<file path="src/rtl/arbiter_2req.sv">
// ---------------------------------------------------------------------------
// arbiter_2req
//   Two-requester mutual-exclusion arbiter for one shared resource.
//   Requests are sampled on every rising clock edge. Grants are registered
//   and are always one-hot or zero. The current owner keeps the grant for as
//   long as its request stays high. The grant then drops to IDLE for at least
//   one cycle before the other requester can be served.
//
//   Configuration macro: ARBITER_ROUND_ROBIN_EN
//     undefined : fixed priority, req_0 wins contention in IDLE.
//     defined   : a last_owner register (reset value 1) records the most
//                 recent grant, and contention in IDLE goes to the other
//                 requester.
//
// Ports
//   clock  in   rising-edge clock, single clock domain
//   reset  in   asynchronous active-high reset
//   req_0  in   level request from requester 0
//   req_1  in   level request from requester 1
//   gnt_0  out  registered grant to requester 0
//   gnt_1  out  registered grant to requester 1
// ---------------------------------------------------------------------------
module arbiter_2req (
    input  logic clock,
    input  logic reset,
    input  logic req_0,
    input  logic req_1,
    output logic gnt_0,
    output logic gnt_1
);

    typedef enum logic [1:0] {
        IDLE = 2'b00,
        GNT0 = 2'b01,
        GNT1 = 2'b10
    } state_t;

    state_t state_q;
    state_t state_d;
    logic   gnt_0_q;
    logic   gnt_1_q;

`ifdef ARBITER_ROUND_ROBIN_EN
    // 0: requester 0 was granted most recently, 1: requester 1 was.
    logic   last_owner_q;
    logic   last_owner_d;
`endif

    // Next-state decode for the grant FSM.
    always_comb begin
        state_d = IDLE;
`ifdef ARBITER_ROUND_ROBIN_EN
        last_owner_d = last_owner_q;
`endif
        case (state_q)
            IDLE: begin
                if (req_0 && req_1) begin
`ifdef ARBITER_ROUND_ROBIN_EN
                    // Serve the requester that did not own the resource last.
                    if (last_owner_q) begin
                        state_d = GNT0;
                    end else begin
                        state_d = GNT1;
                    end
`else
                    state_d = GNT0;
`endif
                end else if (req_0) begin
                    state_d = GNT0;
                end else if (req_1) begin
                    state_d = GNT1;
                end else begin
                    state_d = IDLE;
                end
            end
            GNT0: begin
                // The owner holds the grant; the other request is ignored.
                if (req_0) begin
                    state_d = GNT0;
                end else begin
                    state_d = IDLE;
                end
            end
            GNT1: begin
                if (req_1) begin
                    state_d = GNT1;
                end else begin
                    state_d = IDLE;
                end
            end
            // The unused encoding 2'b11 recovers to IDLE.
            default: begin
                state_d = IDLE;
            end
        endcase
`ifdef ARBITER_ROUND_ROBIN_EN
        if (state_d == GNT0) begin
            last_owner_d = 1'b0;
        end else if (state_d == GNT1) begin
            last_owner_d = 1'b1;
        end else begin
            last_owner_d = last_owner_q;
        end
`endif
    end

    // State register. Grants are registered from the next state, so they
    // change in the same cycle as the state they reflect.
    always_ff @(posedge clock or posedge reset) begin
        if (reset) begin
            state_q      <= IDLE;
            gnt_0_q      <= 1'b0;
            gnt_1_q      <= 1'b0;
`ifdef ARBITER_ROUND_ROBIN_EN
            last_owner_q <= 1'b1;
`endif
        end else begin
            state_q      <= state_d;
            gnt_0_q      <= (state_d == GNT0);
            gnt_1_q      <= (state_d == GNT1);
`ifdef ARBITER_ROUND_ROBIN_EN
            last_owner_q <= last_owner_d;
`endif
        end
    end

    assign gnt_0 = gnt_0_q;
    assign gnt_1 = gnt_1_q;

endmodule

</file>
<file path="config.mk">
export PLATFORM = sky130hd
export DESIGN_NAME = arbiter_2req
export DESIGN_NICKNAME = d
export VERILOG_FILES = /design/src/rtl/arbiter_2req.sv
export SDC_FILE = /design/constraint.sdc
export NUM_CORES = 1
export LEC_CHECK = 0
export ABC_AREA = 1
export CORE_AREA = 10 10 47 49
export CTS_CLUSTER_SIZE = 25
export DETAILED_ROUTE_END_ITERATION = 8
export DIE_AREA = 0 0 57 59
export PLACE_DENSITY = 0.31
export SYNTH_ARGS = -nofsm -noshare
export SYNTH_HDL_FRONTEND = slang
export SYNTH_SLANG_ARGS = --single-unit
</file>
<file path="constraint.sdc">
create_clock -name clock -period 1.2 [get_ports clock]
set_clock_uncertainty 0.2 [all_clocks]
set_input_delay 0.24 -clock clock [delete_from_list [all_inputs] [get_ports clock]]
set_output_delay 0.24 -clock clock [all_outputs]
set_load 0.005 [all_outputs]
</file>
==> results.yml, run 1 <==
hold_path:
  hold_depth: 1
  min_path_type: "reg2reg"
power:
  p_leak_nw: 0.116
  power_density_mw_per_mm2: 1500
  ir_drop_v: 0.000616
cts:
  post_cts_buffers: 0
  path_clk_slew_ns: 0.04
  clock_sinks: 4
  ctsHtreeMaxLevel: 1
  insertion_delay_ns: 0.23
  cts_made_buffers: 3
  cts_root_buf: "clkbuf_4"
  clock_path_buffers: 2
  cts_tree: "built"
worst_setup_path:
  critical_path_buf_inv_count: 1
  critPathTopFamily: "flip-flops"
  reg2reg_slack_ns: 0.30
  crit_chain: "buf_2"
  crit_path_end_kind: "output pin"
  worst_setup_path_start_kind: "flop"
  cp_slowest_cell: "dfrtp_1"
  worst-r2r-cell-count: 2
  crit_path_max_fanout: 1
  path_depth: 1
  slowest_delay_ns: 0.35
  worstPathArrival_ns: 0.70
  worstSetupPathType: "reg2out"
  worstPathRequired_ns: 0.76
placed_design:
  gp_congestion: 0.559
  dp_cells: 33
  dp_hpwl_um: 214
  io_buffers: 5
  place_area_um2: 203
route:
  vias_per_cell: 2.59
  drc: 0
  dr.first_iter.drc_count: 0
  dr.pass1.iters: 1
  ant_nets: 0
  vias: 96
  wl_per_cell_um: 7.30
  drt_wl_total_um: 270
yosys:
  yosysWarningCount: 0
  ys_seq_elements: 4
  ys_types: 5
  syn_nets: 16
  synthCells: 12
  synth_area_per_cell_um2: 11.1
  synth_seq_area_share_pct: 75.5
  synthesis.area_um2: 133
global_route:
  overflow: 0
  grt_pass1_wl_um: 496
  antenna_found_initial: 0
  grt_usage_pct: 2.34
  grt_max_degree: 5
  grt_pass1_vias: 110
sta:
  max_clock_freq_mhz: 876
  relSlewSlack_pct: 88.9
  final_hold_viol_count: 0
  setup_viol_count_final: 0
  rsz0062_at_grt: "false"
  fin_crit_sh_pct: 95.1
  tightest_slew_ns: 0.167
  drv_slew: 0
  post-route-min-period_ns: 1.14
floorplan:
  die_w_um: 57
  start_util_pct: 9.46
  core_area_mm2: 0.00140
  ios: 6
  die_h_um: 59
  dieArea_mm2: 0.00336
  std_cell_rows: 14
status:
  status: "complete, no violations"
cells_and_area:
  final_cell_mix: "4 x dfrtp_1, 3 x inv_1, 3 x nor2_1, 3 x clkbuf_4, 3 x clkdlybuf4s50_1"
  syn_to_final_growth_pct: 69.8
  n_antenna_cell: 0
  stdcell_count: 37
  fillers: 159
  final_area_um2: 225
  layout_commonest_cell: "dfrtp_1"
  drive_above_1_share_pct: 28.6
  nets: 27
run:
  cap_violations: 0
-- timing repair --
item,4_1_cts,5_1_grt
setup endpoints to repair,2,0
hold buffers,1,0
hold endpoints to repair,4,0
resized for setup,8,0
-- layer usage --
metal / wire length (µm) / global-route usage [%] / up-vias
met5: 0 / 0 / -
met4: 0 / 1.01 / 0
met3: 65 / 4.72 / 0
met2: 62 / 1.71 / 8
met1: 143 / 2.15 / 35
li1: - / - / 53
-- cells by family after synthesis --
| logic type | after synthesis | share of synthesized area (%) |
|---|---|---|
| buffers and inverters | 3 | 8.49 |
| and+or+nand+nor | 5 | 16.0 |
| DFF | 4 | 75.5 |
-- area by class of cell --
class | count | area [µm²] | share of cell area (%)
Sequential cell | 4 | 100 | 44.4
Timing Repair Buffer | 6 | 50.0 | 22.2
Clock buffer | 3 | 22.5 | 10.0
Inverter | 3 | 11.3 | 5.00
Multi-Input combinational cell | 5 | 21.3 | 9.44
Tap cell | 16 | 20.0 | 8.89
-- per-stage QoR --
stage | setup slack (ns) | setup TNS [ns] | util [%] | power (mW) | hold WS (ns)
CTS | 0.0484 | 0 | 16.1 | 0.348 | 0.245
detailed placement | -0.0438 | -0.166 | 14.5 | 0.181 | 0.236
finish | 0.0589 | 0 | 16.1 | 0.337 | 0.245
floorplan | 0.351 | 0 | - | 0.160 | -0.194
global route | 0.0148 | 0 | 16.1 | 0.367 | 0.264
global placement | -0.0366 | -0.133 | 14.5 | 0.180 | 0.235
-- sequential cells by signal (all words and copies together) (netlist names) --
signal and cells:
gnt_0 1, gnt_1 1, state_q 2
-- synth_stat cells --
library cell  count  area share, %
nor2_2            1            4.7
nor2_1            3            8.5
dfrtp_1           4             75
nand2_1           1            2.8
inv_1             3            8.5
-- power breakdown --
group	switching, mW	total [mW]	leakage, nW	internal, mW
Clock	0.0482	0.160	0.0138	0.111
Combinational	0.0130	0.0300	0.0510	0.0171
Sequential	0.00272	0.147	0.0507	0.144
-- path summary, 6_finish.rpt --
kind	from	end
setup / recovery	gnt_1	gnt_1
hold / removal	state_q[1]	gnt_0
setup reg to reg	state_q[1]	gnt_1
hold reg to reg	state_q[1]	gnt_0
max in group asynchronous	reset	state_q[1]
min in group asynchronous	reset	gnt_1
Note: power is estimated with default switching activity, not from simulation.
==> inputs of run 2 (changes only) <==
--- a/config.mk
+++ b/config.mk
@@ -11,6 +11,7 @@
 export DETAILED_ROUTE_END_ITERATION = 8
 export DIE_AREA = 0 0 57 59
 export PLACE_DENSITY = 0.31
+export RECOVER_POWER = 100
 export SYNTH_ARGS = -nofsm -noshare
 export SYNTH_HDL_FRONTEND = slang
 export SYNTH_SLANG_ARGS = --single-unit
==> run 2 against run 1 <==
Against the previous run: hold slack worse by 0.023 ns; total power is 0.73% lower; clock power hardly changed; fmax is 1.1% higher; via count stayed put; die area stayed put; non-clock buffer count stayed put; worst setup slack better by 0.012 ns; core utilization is 0.27 points lower; wire length is 0.37% lower; first-iteration DRC count stayed put; largest cell class unchanged; highest routed layer unchanged.
==> results.yml, run 2 (synthesis results as in run 1) <==
cells_and_area:
  syn_to_final_growth_pct: 67.0
  fillers: 158
  final_area_um2: 221
  largest_register: "state_q"
  final_cell_mix: "4 x nor2_1, 4 x dfrtp_1, 3 x inv_1, 3 x clkbuf_4"
  drive_above_1_share_pct: 19.0
  largest_reg_flops: 2
  n_antenna_cell: 0
  nets: 27
hold_path:
  hold_start: "state_q[1]"
  min_path_type: "reg2reg"
  hold_end: "gnt_0"
  hold_depth: 1
floorplan:
  dieArea_mm2: 0.00336
  die_h_um: 59
  ios: 6
  std_cell_rows: 14
  core_area_mm2: 0.00140
  die_w_um: 57
  start_util_pct: 9.46
placed_design:
  gp_congestion: 0.559
  place_area_um2: 203
  dp_hpwl_um: 214
  io_buffers: 5
worst_setup_path:
  critical_path_buf_inv_count: 1
  crit_path_max_fanout: 1
  worstPathRequired_ns: 0.76
  r2r_end: "gnt_1"
  slowest_delay_ns: 0.35
  worstPathArrival_ns: 0.69
  worstSetupPathType: "reg2out"
  r2r-start: "state_q[1]"
  crit_path_end_kind: "output pin"
  critPathTopFamily: "flip-flops"
  worst-r2r-cell-count: 2
  worst_setup_path_start_kind: "flop"
  reg2reg_slack_ns: 0.27
  cp_slowest_cell: "dfrtp_1"
  crit_chain: "clkbuf_2"
global_route:
  antenna_found_initial: 0
  grt_usage_pct: 2.34
  grt_pass1_vias: 110
  grt_pass1_wl_um: 496
  grt_max_degree: 5
  overflow: 0
cts:
  path_clk_slew_ns: 0.04
  post_cts_buffers: 0
  clock_sinks: 4
  cts_tree: "built"
  cts_root_buf: "clkbuf_4"
  cts_made_buffers: 3
  insertion_delay_ns: 0.23
  ctsHtreeMaxLevel: 1
  clock_path_buffers: 2
status:
  status: "complete, no violations"
power:
  ir_drop_v: 0.000611
  p_leak_nw: 0.112
  power_density_mw_per_mm2: 1510
  power.total_mw: 0.334
sta:
  drv_slew: 0
  setup_viol_count_final: 0
  whs_ns: 0.221
  post-route-min-period_ns: 1.13
  final_hold_viol_count: 0
  fin_crit_sh_pct: 94.1
  max_clock_freq_mhz: 886
  rsz0062_at_grt: "false"
  setup_tns_ns: 0
  relSlewSlack_pct: 88.0
  tightest_slew_ns: 0.179
route:
  dr.first_iter.drc_count: 0
  wl_per_cell_um: 7.27
  dr.pass1.iters: 1
  vias_per_cell: 2.59
  vias: 96
  drt_wl_total_um: 269
  ant_nets: 0
  drc: 0
run:
  cap_violations: 0
[run 2: changes by cell type in the layout (fill, tap and decap cells not counted)]
cell / delta
clkbuf_2: +1
dlygate4sd3_1: +1
clkbuf_1: +1
clkdlybuf4s50_1: -1
nor2_2: -1
nor2_1: +1
buf_2: -2
[run 2: worst max-delay path by stage]
stage,start,to,slack [ns],depth (start not counted)
detailed placement,gnt_1,gnt_1,-0.04,1
CTS,gnt_1,gnt_1,0.05,1
finish,gnt_1,gnt_1,0.07,1
floorplan,state_q[1],gnt_1,0.35,2
global placement,gnt_1,gnt_1,-0.04,1
global route,req_0,gnt_1,0.009,4
[run 2: area by class of cell]
cell class                 instances  area, µm²  share of cell area, %
clock buffer                       3       22.5                   10.2
inverter                           3       11.3                   5.08
multi-input combinational          5       18.8                   8.47
sequential                         4        100                   45.2
tap                               16       20.0                   9.04
timing repair buffer               6       48.8                   22.0
[run 2: per-layer routing]
layer  share of wire (%)  global-route usage [%]  vias up
met4                   0                    1.01        0
met2                  22                    1.71        8
met1                  54                    2.15       35
met3                  24                    4.72        0
li1                    -                       -       53
met5                   0                       0        -
[run 2: what timing repair did]
item	CTS	global route
setup endpoints to repair	2	0
resized for setup	8	0
hold buffers	1	0
endpoints found under the hold margin	4	0
[run 2: stage by stage]
| step | utilization, % | setup slack [ns] | cells |
|---|---|---|---|
| final | 15.8 | 0.0708 | 37 |
| after global routing | 15.8 | 0.00854 | 37 |
| after CTS | 16.1 | 0.0484 | 37 |
| after detailed placement | 14.5 | -0.0438 | 33 |
| after global placement | 14.5 | -0.0366 | 33 |
| after floorplan | - | 0.351 | 12 |
[run 2: where the power goes]
part / switching [mW] / total [mW] / internal [mW]
Combinational: 0.0124 / 0.0277 / 0.0153
Sequential: 0.00251 / 0.147 / 0.144
Clock: 0.0482 / 0.160 / 0.111
